===== src/rtl/cplx_mac_seq_if.sv =====
// Sample/replica input, shared-multiplier handshake and dump output of cplx_mac_seq.
interface cplx_mac_seq_if #(
  parameter int ACC_W = 48,
  parameter int CNT_W = 16
);
  logic                    in_valid;
  logic                    in_ready;
  logic signed [15:0]      x_re;
  logic signed [15:0]      x_im;
  logic signed [15:0]      c_re;
  logic signed [15:0]      c_im;
  logic [CNT_W-1:0]        dump_len;
  logic signed [15:0]      mult_a;
  logic signed [15:0]      mult_b;
  logic                    mult_start;
  logic                    mult_busy;
  logic signed [31:0]      mult_p;
  logic                    out_valid;
  logic signed [ACC_W-1:0] acc_i;
  logic signed [ACC_W-1:0] acc_q;

  modport slave (
    input  in_valid, x_re, x_im, c_re, c_im, dump_len, mult_busy, mult_p,
    output in_ready, mult_a, mult_b, mult_start, out_valid, acc_i, acc_q
  );

  modport master (
    output in_valid, x_re, x_im, c_re, c_im, dump_len, mult_busy, mult_p,
    input  in_ready, mult_a, mult_b, mult_start, out_valid, acc_i, acc_q
  );
endinterface


===== src/rtl/cplx_mac_seq.sv =====
// Complex MAC sequencer: four real multiplies per sample on one shared multiplier,
// windowed I/Q accumulation and a one-cycle dump strobe at the end of each window.
module cplx_mac_seq #(
  parameter int ACC_W = 48,
  parameter int CNT_W = 16
) (
  input logic           clk,
  input logic           rst,
  cplx_mac_seq_if.slave bus
);

  typedef enum logic [2:0] {
    ST_IDLE    = 3'd0,
    ST_START   = 3'd1,
    ST_WAIT_HI = 3'd2,
    ST_WAIT_LO = 3'd3,
    ST_NEXT    = 3'd4,
    ST_DUMP    = 3'd5
  } state_t;

  localparam logic [CNT_W-1:0]        CNT_ZERO = {CNT_W{1'b0}};
  localparam logic [CNT_W-1:0]        CNT_ONE  = {{(CNT_W-1){1'b0}}, 1'b1};
  localparam logic signed [ACC_W-1:0] ACC_ZERO = {ACC_W{1'b0}};

  // Operand pair {a, b} of multiply k: xr*cr, xi*ci, xr*ci, xi*cr.
  function automatic logic [31:0] op_pair(input logic [1:0] k, input logic [15:0] xr,
                                          input logic [15:0] xi, input logic [15:0] cr,
                                          input logic [15:0] ci);
    logic [31:0] pair;
    case (k)
      2'd0:    pair = {xr, cr};
      2'd1:    pair = {xi, ci};
      2'd2:    pair = {xr, ci};
      2'd3:    pair = {xi, cr};
      default: pair = {xr, cr};
    endcase
    return pair;
  endfunction

  state_t                  state_r, state_s;
  logic [1:0]              k_r;
  logic signed [15:0]      xr_r, xi_r, cr_r, ci_r;
  logic [CNT_W-1:0]        len_r, cnt_r;
  logic signed [ACC_W-1:0] sum_i_r, sum_q_r;
  logic                    in_ready_r, mult_start_r, out_valid_r;
  logic signed [15:0]      mult_a_r, mult_b_r;
  logic signed [ACC_W-1:0] acc_i_r, acc_q_r;

  logic                    accept_s, capture_s, last_mul_s, win_done_s;
  logic                    in_ready_s, mult_start_s, out_valid_s;
  logic [31:0]             ops_s;
  logic signed [ACC_W-1:0] prod_ext_s;

  assign accept_s   = (state_r == ST_IDLE) && bus.in_valid && in_ready_r;
  assign capture_s  = (state_r == ST_WAIT_LO) && !bus.mult_busy;
  assign last_mul_s = (k_r == 2'd3);
  assign win_done_s = ((cnt_r + CNT_ONE) == len_r);
  assign prod_ext_s = {{(ACC_W-32){bus.mult_p[31]}}, bus.mult_p};

  assign bus.in_ready   = in_ready_r;
  assign bus.mult_start = mult_start_r;
  assign bus.mult_a     = mult_a_r;
  assign bus.mult_b     = mult_b_r;
  assign bus.out_valid  = out_valid_r;
  assign bus.acc_i      = acc_i_r;
  assign bus.acc_q      = acc_q_r;

  // State register.
  always_ff @(posedge clk or posedge rst) begin
    if (rst) begin
      state_r <= ST_IDLE;
    end else begin
      state_r <= state_s;
    end
  end

  // Next-state decode.
  always_comb begin
    state_s = state_r;
    case (state_r)
      ST_IDLE: begin
        if (accept_s) state_s = ST_START;
        else          state_s = ST_IDLE;
      end
      ST_START: state_s = ST_WAIT_HI;
      ST_WAIT_HI: begin
        if (bus.mult_busy) state_s = ST_WAIT_LO;
        else               state_s = ST_WAIT_HI;
      end
      ST_WAIT_LO: begin
        if (bus.mult_busy)   state_s = ST_WAIT_LO;
        else if (last_mul_s) state_s = ST_NEXT;
        else                 state_s = ST_START;
      end
      ST_NEXT: begin
        if (win_done_s) state_s = ST_DUMP;
        else            state_s = ST_IDLE;
      end
      ST_DUMP: state_s = ST_IDLE;
      default: state_s = ST_IDLE;
    endcase
  end

  // Output decode from the next state, so each output is a flop that is valid in its state.
  always_comb begin
    in_ready_s   = (state_s == ST_IDLE);
    mult_start_s = (state_s == ST_START);
    out_valid_s  = (state_s == ST_DUMP);
    ops_s        = {mult_a_r, mult_b_r};
    if (accept_s) begin
      ops_s = op_pair(2'd0, bus.x_re, bus.x_im, bus.c_re, bus.c_im);
    end else if (capture_s && !last_mul_s) begin
      ops_s = op_pair(k_r + 2'd1, xr_r, xi_r, cr_r, ci_r);
    end else begin
      ops_s = {mult_a_r, mult_b_r};
    end
  end

  // Output registers; operands only change on entry to START, so they hold through capture.
  always_ff @(posedge clk or posedge rst) begin
    if (rst) begin
      in_ready_r   <= 1'b0;
      mult_start_r <= 1'b0;
      out_valid_r  <= 1'b0;
      mult_a_r     <= 16'sd0;
      mult_b_r     <= 16'sd0;
      acc_i_r      <= ACC_ZERO;
      acc_q_r      <= ACC_ZERO;
    end else begin
      in_ready_r   <= in_ready_s;
      mult_start_r <= mult_start_s;
      out_valid_r  <= out_valid_s;
      mult_a_r     <= ops_s[31:16];
      mult_b_r     <= ops_s[15:0];
      if (state_s == ST_DUMP) begin
        acc_i_r <= sum_i_r;
        acc_q_r <= sum_q_r;
      end
    end
  end

  // Sample latch, multiply index, window counter and wrapping accumulators.
  always_ff @(posedge clk or posedge rst) begin
    if (rst) begin
      xr_r    <= 16'sd0;
      xi_r    <= 16'sd0;
      cr_r    <= 16'sd0;
      ci_r    <= 16'sd0;
      k_r     <= 2'd0;
      len_r   <= CNT_ONE;
      cnt_r   <= CNT_ZERO;
      sum_i_r <= ACC_ZERO;
      sum_q_r <= ACC_ZERO;
    end else if (accept_s) begin
      xr_r <= bus.x_re;
      xi_r <= bus.x_im;
      cr_r <= bus.c_re;
      ci_r <= bus.c_im;
      k_r  <= 2'd0;
      if (cnt_r == CNT_ZERO) begin
        len_r <= (bus.dump_len == CNT_ZERO) ? CNT_ONE : bus.dump_len;
      end
    end else if (capture_s) begin
      k_r <= k_r + 2'd1;
      case (k_r)
        2'd0:       sum_i_r <= sum_i_r + prod_ext_s;
        2'd1:       sum_i_r <= sum_i_r - prod_ext_s;
        2'd2, 2'd3: sum_q_r <= sum_q_r + prod_ext_s;
        default:    sum_q_r <= sum_q_r;
      endcase
    end else if (state_r == ST_NEXT) begin
      cnt_r <= cnt_r + CNT_ONE;
    end else if (state_r == ST_DUMP) begin
      cnt_r   <= CNT_ZERO;
      sum_i_r <= ACC_ZERO;
      sum_q_r <= ACC_ZERO;
    end
  end

endmodule


===== src/flat_wrapper.sv =====
// flat-port wrapper written by rule: the top's interface ports become plain ports
module cplx_mac_seq_flat 
#(
  parameter int ACC_W = 48,
  parameter int CNT_W = 16
)
  (clk, rst, bus_in_valid, bus_x_re, bus_x_im, bus_c_re, bus_c_im, bus_dump_len, bus_mult_busy, bus_mult_p, bus_in_ready, bus_mult_a, bus_mult_b, bus_mult_start, bus_out_valid, bus_acc_i, bus_acc_q);
  cplx_mac_seq_if #(.ACC_W(ACC_W), .CNT_W(CNT_W)) bus_i ();
  input logic clk;
  input logic rst;
  input wire logic [$bits(bus_i.in_valid)-1:0] bus_in_valid;
  input wire logic [$bits(bus_i.x_re)-1:0] bus_x_re;
  input wire logic [$bits(bus_i.x_im)-1:0] bus_x_im;
  input wire logic [$bits(bus_i.c_re)-1:0] bus_c_re;
  input wire logic [$bits(bus_i.c_im)-1:0] bus_c_im;
  input wire logic [$bits(bus_i.dump_len)-1:0] bus_dump_len;
  input wire logic [$bits(bus_i.mult_busy)-1:0] bus_mult_busy;
  input wire logic [$bits(bus_i.mult_p)-1:0] bus_mult_p;
  output wire logic [$bits(bus_i.in_ready)-1:0] bus_in_ready;
  output wire logic [$bits(bus_i.mult_a)-1:0] bus_mult_a;
  output wire logic [$bits(bus_i.mult_b)-1:0] bus_mult_b;
  output wire logic [$bits(bus_i.mult_start)-1:0] bus_mult_start;
  output wire logic [$bits(bus_i.out_valid)-1:0] bus_out_valid;
  output wire logic [$bits(bus_i.acc_i)-1:0] bus_acc_i;
  output wire logic [$bits(bus_i.acc_q)-1:0] bus_acc_q;
  assign bus_i.in_valid = bus_in_valid;
  assign bus_i.x_re = bus_x_re;
  assign bus_i.x_im = bus_x_im;
  assign bus_i.c_re = bus_c_re;
  assign bus_i.c_im = bus_c_im;
  assign bus_i.dump_len = bus_dump_len;
  assign bus_i.mult_busy = bus_mult_busy;
  assign bus_i.mult_p = bus_mult_p;
  assign bus_in_ready = bus_i.in_ready;
  assign bus_mult_a = bus_i.mult_a;
  assign bus_mult_b = bus_i.mult_b;
  assign bus_mult_start = bus_i.mult_start;
  assign bus_out_valid = bus_i.out_valid;
  assign bus_acc_i = bus_i.acc_i;
  assign bus_acc_q = bus_i.acc_q;
  cplx_mac_seq #(.ACC_W(ACC_W), .CNT_W(CNT_W)) u_core (.clk(clk), .rst(rst), .bus(bus_i));
endmodule

===== config.mk =====
export PLATFORM = sky130hd
export DESIGN_NAME = cplx_mac_seq_flat
export DESIGN_NICKNAME = d
export VERILOG_FILES = /design/src/rtl/cplx_mac_seq_if.sv /design/src/rtl/cplx_mac_seq.sv /design/src/flat_wrapper.sv
export SDC_FILE = /design/constraint.sdc
export NUM_CORES = 1
export LEC_CHECK = 0
export CAP_MARGIN = 20
export CORE_UTILIZATION = 40
export CTS_CLUSTER_SIZE = 8
export DETAILED_ROUTE_END_ITERATION = 7
export PLACE_DENSITY = 0.62
export SYNTH_ARGS = -nofsm -noshare
export SYNTH_HDL_FRONTEND = slang
export SYNTH_SLANG_ARGS = --single-unit

===== constraint.sdc =====
create_clock -name clk -period 22.4 [get_ports clk]
set_clock_uncertainty 0.2 [all_clocks]
set_input_delay 3.36 -clock clk [delete_from_list [all_inputs] [get_ports clk]]
set_output_delay 3.36 -clock clk [all_outputs]
set_load 0.03 [all_outputs]

; ---- Yosys cells after proc, flatten, opt, wreduce, memory -nomap -nowiden
; Index checks and enable logic that the tools add are counted.
; W data, S select, Z words.
[op_classes]
muxes = 20
add_sub_neg = 5
eq_ne = 17
reduce_logical = 21
bitwise_logic = 2
[op_table]
columns = op, n
row1 = $mux W48, 5
row2 = $pmux W32 S4, 1
row3 = $add A48 B32 Y48, 2
row4 = $pmux W48 S2, 1
row5 = $mux W32, 2
row6 = $mux W16, 3
row7 = $sub A48 B32 Y48, 1
row8 = $logic_not A16 Y1, 2
row9 = $add A16 B1 Y16 const B, 1
row10 = $eq A16 B16 Y1, 1
row11 = $pmux W3 S5, 1
row12 = $eq A3 B3 Y1 const B, 3
row13 = $mux W3, 3
row14 = $eq A2 B2 Y1 const B, 4
row15 = $reduce_and A4 Y1, 2
row16 = $reduce_bool A2 Y1, 4
row17 = $eq A3 B1 Y1 const B, 2
row18 = $eq A3 B2 Y1 const B, 2
row19 = $logic_not A3 Y1, 2
row20 = $eq A2 B1 Y1 const B, 2
row21 = $logic_and A1 B1 Y1, 4
row22 = $logic_not A2 Y1, 2
row23 = $mux W2, 2
row24 = $ne A3 B3 Y1 const B, 1
row25 = 9 further kinds, 12
[word_totals]
input_bits = 116
output_inout_bits = 131
register_bits = 328
word_cells = 82

; ---- Logic depth before layout (Yosys ltp)
[logic_depth]
word_depth = 6
mapped_depth = 20
ltp_nobuf = 19

; ---- Worst setup path before layout
; No wires, ideal clock.
[synth_timing]
path_kind = in2reg
start = in bus_mult_p[6]
end = reg u_core.sum_i_r[42]
t_arrival_ns = 7.113
required_time_ns = 22.131
setup_ns = 0.069
path_stages = 20
path_buffers = 2
slack_ns = 15.019
cell_sequence = nor3_1 > nand2_1 > nor3_1 > and3_1 > clkbuf_1 > nor2b_1 > a21oi_1 > xnor2_1 > ha_1 > clkbuf_1 > and4_1 > nand3_1 > nor2_1 > nand2_1 > o32a_1 > and4_1 > nor3_1 > nor2b_1 > or4_1 > nand3_1
[synth_via]
elab_chain_cells = 3
word_cells_on_any_way = 4
cone_classes = add/sub: 2 / mux: 2
[synth_rtl]
columns = item, line_no
row1 = "start, declared", flat_wrapper.sv:18  ; input wire logic [$bits(bus_i.mult_p)-1:0] bus_mult_p;
row2 = $sub A48 B32 Y48 or $add A48 B32 Y48 (tied branches), "cplx_mac_seq.sv:167, cplx_mac_seq.sv:166"
row3 = $pmux W48 S2 *, cplx_mac_seq.sv:165  ; case (k_r)
row4 = $mux W48 *, cplx_mac_seq.sv:163  ; end else if (capture_s) begin
row5 = "end signal, assigned", cplx_mac_seq.sv:166  ; 2'd0: sum_i_r <= sum_i_r + prod_ext_s;
row6 = "end signal, assigned", cplx_mac_seq.sv:167  ; 2'd1: sum_i_r <= sum_i_r - prod_ext_s;
row7 = "end, declared", cplx_mac_seq.sv:44  ; logic signed [ACC_W-1:0] sum_i_r, sum_q_r;
; Mark *: on every way between the ends. The rest lies on a longest branch, timed or not.
; A chain may end at the register's enable or synchronous reset.

; ---- Final worst setup path
[layout_timing]
start = in bus_mult_p[4]
end = reg u_core.sum_i_r[42]
; Same word-level chain as after synthesis.

==> out/results.tsv <==
metric	value	unit
status	finished clean	
largest net degree at the start of global routing	110	
Crit. End Element	register	
post-layout util	0.495	
hold_buf cts	0	
Post CTS Setup Buffer Count	0	
FF+latch area	8210	um^2
worst reg2reg startpoint	u_core.k_r[1]$_DFFE_PP0P_	
Min-Delay Path Class	reg -> reg	
Multi-input gate area	10500	um^2
Async S/R FF share, synth	1.00	
most frequent cells in the layout	nand2_1 (401), dfrtp_1 (327), clkdlybuf4s50_1 (245)	
top_reg_cell synth	dfrtp_1	
final std cells w/o fill	2943	
core area	47600	um^2
post-CTS sizing	0	
CP startpoint	bus_mult_p[4]	
vias per inst	5.49	
Pins Over Slew Limit	0	
post-route cell area	23600	um^2
Die Y	222	um
Setup WS post-layout	14.38	ns
final hold violation count	0	
remaining global-route overflow	0	
net count after synthesis	2334	
global-route wire length before repair	87500	um
Post-DP Area	22200	um^2
Seq pwr share	0.309	
CTS Buffer Depth	3	
Area Growth Syn to Fin	22.2	%
switching portion of total power	0.416	
unrepaired setup endpoints after global routing	no	
hold slack final	0.269	ns
Total GRT Usage	0.221	
detailed placer's ending HPWL	39600	um
Lkg Pwr	10.8	nW
initial drt markers	1213	
clk slew on worst S/H paths	0.05	ns
Least-Margin Pin Slew	0.982	ns
Worst EP required	22.71	ns
pwr dens	118	nW/um^2
worst skew pair latency	0.59	ns
fillers	4471	
total die area	49100	um^2
most common cell after layout, fill and taps aside	nand2_1	
Num CTS Buffers	47	
NetSw	1.16	mW
time the worst path needs with I/O delays and setup	8.02	ns
Initial Utilization	0.405	
share of cells above drive strength 1	0.0805	
Rows	80	
total chip power	2.78	mW
Yosys reg bits	328	
Die W	222	um
fin crit share	0.358	
# DRC	0	
Relative slew margins	0.342	
Post-synth EDFFs	0	
setup_tns	0	ns
DRT Pass-1 Iters	6	
P_int	1.63	mW
GPL Wtd Cong	0.912	
Fmax	125	MHz
CTS tree	yes	
via count	16153	
worst vdd ir	0.0708	mV
crit path launch type	input pin	
Final ANT Viol Nets	0	
final setup fails	0	
Clock Power Share	0.229	
drt total wl	54300	um
vias in the first global route	15721	
Logic pwr share	0.462	
DP Worst Slack	13.83	ns
I/O Buffers	246	
endpoint arrival time on the critical path	8.33	ns
clk sinks	328	
Setup CP Type	in -> reg	
synthesized area	19300	um^2
distinct cell type count after synthesis	71	
nets@finish	2540	
H-Tree Depth	2	
sequential area share after synthesis	0.425	
Avg Cell Area, Syn	9.15	um^2
Placed Instances	2880	
worst-path fanout max	8	
Top Ports	247	
worst min-delay path startpoint	u_core.xr_r[5]$_DFFE_PP0P_	
initial antenna violation count	9	
Root Driver	clkbuf_16	
gate count of the mapped netlist	2110	
wire length per cell	18.4	um
Max Cap Violations	0	
Yosys Warn Count	0	
## cell type report
cell class	count	share of cell area
repair buffers	267	0.112
inverters	49	0.00812
diodes	6	0.000637
flip-flops and latches	328	0.348
multi-input cells	1623	0.444
clock buffers	51	0.0509
clock inverters	4	0.00361
well taps	615	0.0326
## worst max-delay path, cell delays in order
cell	delay, ns
clkdlybuf4s50_1	0.51
nor3_1	0.41
nand2_1	0.13
nor3_1	0.32
and3_1	0.36
nor2b_1	0.36
a21oi_1	0.34
xnor2_1	0.22
ha_1	0.42
and4_1	0.22
nand2_1	0.08
nor2_1	0.15
nand2_1	0.07
o32a_1	0.19
and4_1	0.21
nor3_1	0.28
nor2b_1	0.13
or4_1	0.47
nand3_1	0.09
## power groups by stage
stage | sequential (mW) | combinational [mW] | clock, mW
floorplan | 0.878 | 0.884 | 0
global placement | 0.865 | 1.27 | 0
detailed placement | 0.868 | 1.27 | 0
CTS | 0.860 | 1.28 | 0.656
global route | 0.879 | 1.43 | 0.680
finish | 0.861 | 1.28 | 0.637
## sequential cells by signal, summed over array words and instances (netlist names), 2 cells and up
name               flops
u_core.bus.mult_a     16
u_core.bus.acc_i      48
u_core.state_r         3
u_core.xr_r           16
u_core.cr_r           16
u_core.bus.acc_q      48
u_core.sum_q_r        48
u_core.sum_i_r        48
u_core.ci_r           16
u_core.k_r             2
u_core.len_r          16
u_core.xi_r           16
u_core.cnt_r          16
u_core.bus.mult_b     16
## synth_stat cells (8+ instances only)
library cell	count	area share
nor3_1	38	0.0099
a222oi_1	9	0.0047
a21o_1	36	0.014
clkbuf_1	94	0.018
mux2_1	19	0.011
a211oi_1	16	0.0062
nand4_1	18	0.0058
nor4_1	15	0.0049
nand2_1	403	0.078
a22oi_1	10	0.0039
mux2i_1	33	0.017
nand3_1	25	0.0065
xnor2_1	105	0.048
nand2b_1	12	0.0039
ha_1	106	0.069
o21ai_0	152	0.039
o21bai_1	23	0.0089
a41oi_1	8	0.0036
inv_1	48	0.0093
buf_2	8	0.0021
xor2_1	39	0.018
dfrtp_1	327	0.42
a31oi_1	28	0.0091
mux2_2	94	0.055
o211ai_1	9	0.0035
and3_1	11	0.0036
nor2_1	131	0.025
a21oi_1	162	0.042
nor2b_1	10	0.0032
o31ai_1	23	0.0089
## worst paths after layout
| kind | slack (ns) | to | depth (start not counted) |
|---|---|---|---|
| worst max register to register | 17.37 | u_core.sum_i_r[47]$_DFFE_PP0P_ | 16 |
| worst min register to register | 0.27 | u_core.xr_r[5]$_DFFE_PP0P_ | 2 |
| max in group asynchronous | 16.51 | u_core.state_r[0]$_DFF_PP0_ | 4 |
| worst max-delay path | 14.38 | u_core.sum_i_r[42]$_DFFE_PP0P_ | 19 |
| worst min-delay path | 0.27 | u_core.xr_r[5]$_DFFE_PP0P_ | 2 |
| min in group asynchronous | 3.10 | u_core.bus.acc_q[6]$_DFFE_PP0P_ | 2 |
## metal layers
metal,part of all wire,up-vias,GRT usage
met1,0.47,7781,0.316
li1,-,7858,-
met2,0.45,424,0.336
met4,0.027,4,0.0762
met3,0.053,86,0.0388
met5,0.00044,-,0
## kinds of logic (layout without fill, tap and decap cells)
family / Yosys count / in the layout / share of synthesized area
other: 0 / 6 / 0
xor gates and xnor gates: 144 / 144 / 0.0653
and+or+nand+nor: 694 / 694 / 0.154
AOI/OAI and AO/OA: 530 / 530 / 0.168
muxes: 147 / 147 / 0.0838
DFF: 328 / 328 / 0.425
adders and majority gates: 108 / 108 / 0.0708
buffers and inverters: 159 / 371 / 0.0330
Note: power is estimated with default switching activity, not from simulation.
